**config.mk**
```make
export PLATFORM = sky130hd
export DESIGN_NAME = adc_acq_sequencer
export DESIGN_NICKNAME = d
export VERILOG_FILES = /design/src/rtl/adc_acq_pkg.sv /design/src/rtl/adc_acq_counter.sv /design/src/rtl/adc_acq_sequencer.sv
export SDC_FILE = /design/constraint.sdc
export NUM_CORES = 1
export LEC_CHECK = 0
export BUFFER_PORTS_ARGS = -buffer_cell sky130_fd_sc_hd__buf_2
export CORE_MARGIN = 10
export CORE_UTILIZATION = 50
export CTS_CLUSTER_SIZE = 24
export DETAILED_ROUTE_END_ITERATION = 7
export GPL_ROUTABILITY_DRIVEN = 0
export PLACE_DENSITY = 0.71
export SLEW_MARGIN = 20
export SYNTH_ARGS = -nofsm -noshare
export SYNTH_HDL_FRONTEND = slang
export SYNTH_HIERARCHICAL = 1
export SYNTH_SLANG_ARGS = --single-unit
```
**constraint.sdc**
```tcl
create_clock -name clk_i -period 6.85 [get_ports clk_i]
set_input_delay 0.3425 -clock clk_i [delete_from_list [all_inputs] [get_ports clk_i]]
set_output_delay 0.3425 -clock clk_i [all_outputs]
set_load 0.05 [all_outputs]
```
**src/rtl/adc_acq_pkg.sv**
```systemverilog
// Shared types and constants for the ADC acquisition sequencer.
// The state encodings are exported so CSR status decode can use the same values.
package adc_acq_pkg;

  localparam int c_SAMPLE_W = 32;
  localparam int c_SHOT_W   = 16;

  typedef enum logic [2:0] {
    ST_IDLE      = 3'd0,
    ST_PRE_TRIG  = 3'd1,
    ST_WAIT_TRIG = 3'd2,
    ST_POST_TRIG = 3'd3,
    ST_DECR_SHOT = 3'd4
  } t_acq_state;

  localparam logic [2:0] c_ST_IDLE      = 3'd0;
  localparam logic [2:0] c_ST_PRE_TRIG  = 3'd1;
  localparam logic [2:0] c_ST_WAIT_TRIG = 3'd2;
  localparam logic [2:0] c_ST_POST_TRIG = 3'd3;
  localparam logic [2:0] c_ST_DECR_SHOT = 3'd4;

endpackage

```
**src/rtl/adc_acq_counter.sv**
```systemverilog
// Loadable up-counter with terminal compare against a programmed target.
// done_o fires in the cycle of the final counted increment, or at once for a zero target.
module adc_acq_counter
  import adc_acq_pkg::*;
#(
  parameter int g_W = c_SAMPLE_W
) (
  input  logic           clk_i,
  input  logic           rst_n_i,
  input  logic           load_i,
  input  logic [g_W-1:0] target_i,
  input  logic           clr_i,
  input  logic           inc_i,
  output logic           done_o
);

  localparam logic [g_W-1:0] c_ONE = g_W'(1);

  logic [g_W-1:0] cnt_q, cnt_d;
  logic [g_W-1:0] target_q, target_d;

  always_comb begin
    cnt_d    = cnt_q;
    target_d = target_q;
    if (load_i) begin
      target_d = target_i;
      cnt_d    = '0;
    end else if (clr_i) begin
      cnt_d = '0;
    end else if (inc_i) begin
      cnt_d = cnt_q + c_ONE;
    end
  end

  always_ff @(posedge clk_i or negedge rst_n_i) begin
    if (!rst_n_i) begin
      cnt_q    <= '0;
      target_q <= '0;
    end else begin
      cnt_q    <= cnt_d;
      target_q <= target_d;
    end
  end

  assign done_o = (target_q == '0) | (inc_i & ((cnt_q + c_ONE) == target_q));

endmodule

```
**src/rtl/adc_acq_sequencer.sv**
```systemverilog
// Acquisition sequencer: per shot, pre-trigger fill, trigger wait and post-trigger capture,
// repeated for the configured shot count while driving storage write enable/address.
module adc_acq_sequencer
  import adc_acq_pkg::*;
#(
  parameter int g_SAMPLE_W = c_SAMPLE_W,
  parameter int g_SHOT_W   = c_SHOT_W
) (
  input  logic                  clk_i,
  input  logic                  rst_n_i,
  input  logic                  start_i,
  input  logic                  stop_i,
  input  logic [g_SAMPLE_W-1:0] pre_samples_i,
  input  logic [g_SAMPLE_W-1:0] post_samples_i,
  input  logic [g_SHOT_W-1:0]   nshots_i,
  input  logic                  trig_i,
  input  logic                  sample_valid_i,
  output logic                  wr_en_o,
  output logic [g_SAMPLE_W-1:0] wr_addr_o,
  output logic [g_SAMPLE_W-1:0] trig_addr_o,
  output logic [g_SHOT_W-1:0]   shots_left_o,
  output logic [2:0]            state_o,
  output logic                  acq_end_o,
  output logic                  cfg_err_o
);

  t_acq_state            state_q, state_d;
  logic [g_SAMPLE_W-1:0] wr_addr_q, wr_addr_d;
  logic [g_SAMPLE_W-1:0] trig_addr_q, trig_addr_d;
  logic [g_SHOT_W-1:0]   shots_q, shots_d;
  logic                  cfg_err_q, cfg_err_d;

  logic cfg_load, pre_clr, post_clr, acq_end;
  logic pre_done, post_done, wr_en;

  assign wr_en = sample_valid_i & ((state_q == ST_PRE_TRIG) | (state_q == ST_WAIT_TRIG) |
                                   (state_q == ST_POST_TRIG));

  adc_acq_counter #(.g_W(g_SAMPLE_W)) u_pre_cnt (
    .clk_i    (clk_i),
    .rst_n_i  (rst_n_i),
    .load_i   (cfg_load),
    .target_i (pre_samples_i),
    .clr_i    (pre_clr),
    .inc_i    (sample_valid_i & (state_q == ST_PRE_TRIG)),
    .done_o   (pre_done)
  );

  adc_acq_counter #(.g_W(g_SAMPLE_W)) u_post_cnt (
    .clk_i    (clk_i),
    .rst_n_i  (rst_n_i),
    .load_i   (cfg_load),
    .target_i (post_samples_i),
    .clr_i    (post_clr),
    .inc_i    (sample_valid_i & (state_q == ST_POST_TRIG)),
    .done_o   (post_done)
  );

  always_comb begin
    state_d     = state_q;
    wr_addr_d   = wr_addr_q + {{(g_SAMPLE_W-1){1'b0}}, wr_en};
    trig_addr_d = trig_addr_q;
    shots_d     = shots_q;
    cfg_err_d   = cfg_err_q;
    cfg_load    = 1'b0;
    pre_clr     = 1'b0;
    post_clr    = 1'b0;
    acq_end     = 1'b0;
    // stop outranks everything; in IDLE it also suppresses a coincident start
    if (stop_i) begin
      state_d = ST_IDLE;
    end else begin
      unique case (state_q)
        ST_IDLE: begin
          if (start_i) begin
            if ((nshots_i != '0) && (post_samples_i != '0)) begin
              cfg_load  = 1'b1;
              shots_d   = nshots_i;
              wr_addr_d = '0;
              cfg_err_d = 1'b0;
              state_d   = ST_PRE_TRIG;
            end else begin
              cfg_err_d = 1'b1;
            end
          end
        end
        ST_PRE_TRIG: begin
          if (pre_done) state_d = ST_WAIT_TRIG;
        end
        ST_WAIT_TRIG: begin
          if (trig_i) begin
            trig_addr_d = wr_addr_q;
            post_clr    = 1'b1;
            state_d     = ST_POST_TRIG;
          end
        end
        ST_POST_TRIG: begin
          if (post_done) state_d = ST_DECR_SHOT;
        end
        ST_DECR_SHOT: begin
          shots_d = shots_q - g_SHOT_W'(1);
          if (shots_q == g_SHOT_W'(1)) begin
            acq_end = 1'b1;
            state_d = ST_IDLE;
          end else begin
            pre_clr = 1'b1;
            state_d = ST_PRE_TRIG;
          end
        end
        default: state_d = ST_IDLE;
      endcase
    end
  end

  always_ff @(posedge clk_i or negedge rst_n_i) begin
    if (!rst_n_i) begin
      state_q     <= ST_IDLE;
      wr_addr_q   <= '0;
      trig_addr_q <= '0;
      shots_q     <= '0;
      cfg_err_q   <= 1'b0;
    end else begin
      state_q     <= state_d;
      wr_addr_q   <= wr_addr_d;
      trig_addr_q <= trig_addr_d;
      shots_q     <= shots_d;
      cfg_err_q   <= cfg_err_d;
    end
  end

  assign wr_en_o      = wr_en;
  assign wr_addr_o    = wr_addr_q;
  assign trig_addr_o  = trig_addr_q;
  assign shots_left_o = shots_q;
  assign state_o      = state_q;
  assign acq_end_o    = acq_end;
  assign cfg_err_o    = cfg_err_q;

endmodule

```
== Yosys cells after proc, flatten, opt, wreduce, memory -nomap -nowiden ==
Cells that the tools add are included.
Widths: inputs -> output; s select.

* $add $sub $neg: 4
* Equal/unequal tests: 14
* Muxes and demuxes: 35
* Bitwise gates (word level): 10
* Reduce and logical (&&, ||, !) cells: 13

{| class="wikitable"
|+ Operators with widths
! operator !! number
|-
| $mux 32 || 10
|-
| $add 32x1->32 const B || 2
|-
| $eq 32x32->1 || 2
|-
| $logic_not 32->1 || 2
|-
| $add 32x1->32 || 1
|-
| $mux 16 || 2
|-
| $pmux 16 s2 || 1
|-
| $reduce_bool 32->1 || 1
|-
| $mux 3 || 6
|-
| $eq 16x1->1 const B || 1
|-
| $reduce_bool 16->1 || 1
|-
| $sub 16x1->16 const B || 1
|-
| $mux 1 || 15
|-
| $ne 3x3->1 const B || 5
|-
| $pmux 3 s5 || 1
|-
| $eq 3x2->1 const B || 2
|-
| $reduce_and 3->1 || 2
|-
| $reduce_bool 3->1 || 2
|-
| $and 1x1->1 || 5
|-
| $reduce_and 5->1 || 1
|-
| $ne 2x2->1 const B || 2
|-
| $or 1x1->1 || 4
|-
| $reduce_and 4->1 || 1
|-
| $eq 3x1->1 const B || 1
|-
| other kinds (5) || 5
|}

* Bits in registers: 212
* Input port bits: 86
* Logic and storage cells: 85

== Logic depth before layout (Yosys ltp) ==
* Depth in word-level cells: 9
* Gate-level depth with buffers: 16

== By module ==
Netlist, hierarchy kept.

{| class="wikitable"
|+ Modules (own cells, without submodules)
! module !! instances !! cells each !! area an instance (sq um) !! sequential area each (sq um)
|-
| adc_acq_sequencer || 1 || 465 || 4215.3 || 2102.0
|-
| adc_acq_counter (u_post_cnt) || 1 || 402 || 3893.7 || 1601.5
|-
| adc_acq_counter (u_pre_cnt) || 1 || 397 || 3860.0 || 1601.5
|}

== Least setup slack after synthesis ==
No wires, ideal clock.

* Path type: register to register
* From: reg u_post_cnt.cnt_q[0]
* To: reg state_q[0], in the netlist state_o[0]
* Setup time: 86 ps
* Arrival: 3698 ps
* Slack: 3066 ps
* Stages on the path, launching flop included: 15
* Period minus slack after synthesis: 3784 ps
* Path through: dfrtp_1 -> ha_1 -> nand3_2 -> or3_2 -> buf_2 -> nor3_4 -> xor2_1 -> nor2_1 -> or4_1 -> o41ai_2 -> nand2_1 -> a31oi_1 -> nor2_1 -> or4_1 -> o221ai_2

* Word-level cells in the longest chain between the ends: 6

{| class="wikitable"
|+ RTL lines
! element !! line !! RTL
|-
| from (decl) || adc_acq_counter.sv:19 || <nowiki>logic [g_W-1:0] cnt_q, cnt_d;</nowiki>
|-
| from (signal assigned) || adc_acq_counter.sv:40 || <nowiki>cnt_q <= cnt_d;</nowiki>
|-
| $add 32x1->32 || adc_acq_counter.sv:45 || <nowiki>assign done_o = (target_q == '0) | (inc_i & ((cnt_q + c_ONE) == target_q));</nowiki>
|-
| $eq 32x32->1 || adc_acq_counter.sv:45 ||
|-
| $and 1x1->1 || adc_acq_counter.sv:45 ||
|-
| $or 1x1->1 || adc_acq_counter.sv:45 ||
|-
| via post_done || adc_acq_sequencer.sv:34 || <nowiki>logic pre_done, post_done, wr_en;</nowiki>
|-
| $ne 3x3->1 (no source line) || -- ||
|-
| $reduce_and 5->1 (no source line) || -- ||
|-
| to (signal assigned) || adc_acq_sequencer.sv:123 || <nowiki>state_q <= state_d;</nowiki>
|-
| to (decl) || adc_acq_sequencer.sv:27 || <nowiki>t_acq_state state_q, state_d;</nowiki>
|}

The timed path passes the listed nets, and every way through them passes these cells.
A chain may end at the register's enable or synchronous reset.

== Worst setup path in the final report ==
Same ends and word-level chain as after synthesis.

==> impl_metrics.yaml <==
run_status:
  status: "finished clean"
global_route:
  grt_max_degree: 93
  globalRouteTotalUtil: 0.204
  initial_antenna_violation_count: 0
  grt_first_pass_wirelength_um: 52600
  global_route.overflow_total: 0
  first_global_vias: 9868
sta:
  timing.setup.tns_ns: 0
  finClkSkew_ns: 0.0277
  remaining_max_slew_budget_at_the_tightest_pin: 0.327
  finalHoldViolations: 0
  holdWs_ns: 0.0360
  minimum_clock_period_after_layout_ns: 4.28
  timing.final.max_slew_violations: 0
  max_slew.worst_pin.slew_ns: 1.00
  final_critical_path_setup_slack_ns: 2.57
  min_period_over_period: 0.625
  rsz0062_at_grt: "no"
  setup_viol: 0
  clock.fmax_mhz: 234
synth:
  synth.top_cell.area_share: 0.443
  netlist.top_cell.by_area: "sky130_fd_sc_hd__dfrtp_1"
  ys_types: 72
  syn-num-nets: 1356
  synth_area_um2: 12000
  syn_inst: 1264
  number_of_enable_flip_flop_cells_after_synthesis: 0
  synthesis.area_per_instance_um2: 9.47
  synth.yosys.seq_area_share: 0.443
  async_reset_ff_frac: 1.00
  ys_top_cells_by_area: "sky130_fd_sc_hd__dfrtp_1 (44%), sky130_fd_sc_hd__xnor2_1 (6.1%), sky130_fd_sc_hd__mux2_2 (6.1%), sky130_fd_sc_hd__xor2_1 (5.9%), sky130_fd_sc_hd__nand2_1 (5.1%)"
  postSynth.topFlopCell: "sky130_fd_sc_hd__dfrtp_1"
  yosys_register_bits: 212
  yosys.cell_count.top_type: "sky130_fd_sc_hd__dfrtp_1"
  synth.cells.most_frequent: "sky130_fd_sc_hd__dfrtp_1 (212), sky130_fd_sc_hd__nand2_1 (164), sky130_fd_sc_hd__nor2_1 (125)"
  synthesis.yosys.warnings: 6
clocking:
  cts-resized-gates: 0
  cts-hold-fix-buffers: 1
  clock_insertion_delay_at_the_later_pin_of_the_skew_report_ns: 0.53
  tritoncts_num_sinks: 212
  clock_slew_at_reported_path_ffs_ns: 0.06
  tritoncts: "done"
  clk_root_buffer_cell: "sky130_fd_sc_hd__clkbuf_16"
  h-tree-depth: 1
  tritoncts.num_buffers: 24
  clock_path_buffers: 3
  postCtsSetupRepairBufs: 0
place:
  place.detailed.hpwl_um: 22900
  pre_cts_ws_ns: 2.62
  placement.io_buffers: 171
  dpl_cell_area_um2: 13000
critical_path:
  critPathTopFamily: "simple AND/OR/NAND/NOR gates"
  path_class: "reg2reg"
  cp.buffers_inverters: 0
  timing.critical_path.arrival_ns: 4.73
  path_cells: "ha_1, nand3_2, or3_2, nor3_4, xor2_1, nor2_1, or4_1, o41ai_2, nand2_1, a31oi_1, nor2_1, or4_1, o221ai_2"
  worst_path_max_delay_cell: "sky130_fd_sc_hd__or3_2"
  critPathMaxStageDelay_ns: 0.63
  worst_setup_path_start_kind: "register"
  setup.worst_path.end_class: "register"
  critPathMaxFanout: 9
  crit_required_ns: 7.30
power_and_ir_drop:
  peakVddDrop_mv: 0.253
  internal_cell_power_uw: 2500
  share_comb_of_total_power: 0.198
  fin_total_pwr_uw: 3650
  power_per_cell_area_nw_per_um2: 264
  sequentialPowerShare: 0.437
  clkPwrFrac: 0.365
  power.static_leakage_uw: 0.00610
  p_sw_frac: 0.316
  p_sw_uw: 1150
detailed_routing:
  wirelength_um: 31800
  ant_nets: 0
  avgRoutedWirePerCell_um: 18.3
  vias_per_cell: 5.72
  drt-pass1-iter-count: 7
  num_vias: 9947
  drt_first_iter_violations: 915
  drc: 0
cells_and_area:
  final.fill_count: 2085
  layout-drive-gt1-share: 0.230
  final_area_um2: 13800
  finalNetCount: 1494
  syn2layout_area_growth_pct: 15.4
  antenna_cells: 0
floorplanning:
  fp.dieArea_um2: 30500
  boundaryPins: 172
  floorplan.core_area_um2: 23500
  fp.dieW_um: 175
  die_y_um: 175
  initial_cell_density_of_the_core: 0.508
  std_cell_rows: 56
hold_path:
  timing.hold.worst.class: "in2reg"
run:
  drv.max_cap_violation_count: 0
==> sequential cells by signal, indices dropped and copies added, names as in the netlist <==
signal,count
wr_addr_o,32
cfg_err_o,1
u_post_cnt/target_q,32
trig_addr_o,32
state_o,3
u_pre_cnt/cnt_q,32
shots_left_o,16
u_post_cnt/cnt_q,32
u_pre_cnt/target_q,32
==> cells by family after synthesis <==
logic type	Yosys count	synth area share
xor gates and xnor gates	165	0.121
muxes	71	0.0662
and+or+nand+nor	568	0.245
DFF	212	0.443
adders and majority gates	8	0.00794
buffers and inverters	85	0.0327
AOI/OAI and AO/OA	155	0.0833
==> final timing paths <==
path	startpoint	endpoint	slack, ns	depth (start not counted)
setup / recovery	u_post_cnt/cnt_q[0]$_DFFE_PN0P_	state_o[0]$_DFFE_PN0P_	2.57	13
hold / removal	pre_samples_i[6]	u_pre_cnt/target_q[6]$_DFFE_PN0P_	0.04	2
setup reg to reg	u_post_cnt/cnt_q[0]$_DFFE_PN0P_	state_o[0]$_DFFE_PN0P_	2.57	13
hold reg to reg	trig_addr_o[10]$_DFFE_PN0P_	trig_addr_o[10]$_DFFE_PN0P_	0.47	2
max in group asynchronous	rst_n_i	trig_addr_o[25]$_DFFE_PN0P_	5.05	3
min in group asynchronous	rst_n_i	u_pre_cnt/target_q[20]$_DFFE_PN0P_	0.44	2
==> final cells by class <==
type / count / area [µm²] / area share
clock inverter: 14 / 171 / 0.0124
clock buffer: 29 / 659 / 0.0477
timing repair buffer: 179 / 928 / 0.0672
tap: 319 / 399 / 0.0289
inverter: 18 / 67.6 / 0.00489
multi-input combinational: 967 / 6280 / 0.455
sequential: 212 / 5310 / 0.384
==> layer usage <==
metal	part of all wire	wire length, µm	vias up	track usage
li1	-	-	4758	-
met1	0.45	14400	4836	0.283
met2	0.46	14500	309	0.318
met3	0.066	2090	44	0.0429
met4	0.024	751	0	0.0548
met5	0	0	-	0
==> power by group through the flow <==
stage	logic (µW)	registers, µW	clock network, µW
floorplan	426	1670	0
global placement	707	1610	0
detailed placement	719	1610	0
CTS	724	1590	1360
global route	789	1620	1410
finish	722	1600	1330
==> layout by cell type (no fill, tap or decap), types with 5 or more instances in the layout <==
cell type	netlist	layout
sky130_fd_sc_hd__nor3_1	28	28
sky130_fd_sc_hd__dfrtp_1	212	212
sky130_fd_sc_hd__nand2_1	164	164
sky130_fd_sc_hd__o41ai_1	7	7
sky130_fd_sc_hd__and3_1	11	11
sky130_fd_sc_hd__ha_1	6	6
sky130_fd_sc_hd__o21ai_0	46	46
sky130_fd_sc_hd__or2_2	7	7
sky130_fd_sc_hd__nor4_4	5	5
sky130_fd_sc_hd__buf_2	16	170
sky130_fd_sc_hd__clkinv_2	0	5
sky130_fd_sc_hd__a31oi_1	8	8
sky130_fd_sc_hd__nor2_1	125	124
sky130_fd_sc_hd__nand3_1	46	46
sky130_fd_sc_hd__nor4_1	50	50
sky130_fd_sc_hd__a21oi_1	42	42
sky130_fd_sc_hd__or3_1	30	30
sky130_fd_sc_hd__clkbuf_16	0	24
sky130_fd_sc_hd__xnor2_1	84	84
sky130_fd_sc_hd__mux2_2	65	65
sky130_fd_sc_hd__xor2_1	80	80
sky130_fd_sc_hd__nor3b_1	6	5
sky130_fd_sc_hd__nor2b_1	5	5
sky130_fd_sc_hd__mux2i_1	6	6
sky130_fd_sc_hd__buf_4	6	7
sky130_fd_sc_hd__o22ai_1	11	11
sky130_fd_sc_hd__inv_1	17	17
sky130_fd_sc_hd__nand4_1	55	55
sky130_fd_sc_hd__and4_1	7	7
==> metrics by stage <==
step / util / cells
CTS: 0.587 / 1738
finish: 0.587 / 1738
global route: 0.587 / 1738
floorplan: - / 1264
global placement: 0.551 / 1694
detailed placement: 0.551 / 1694
Power figures use the tool's default switching activity.
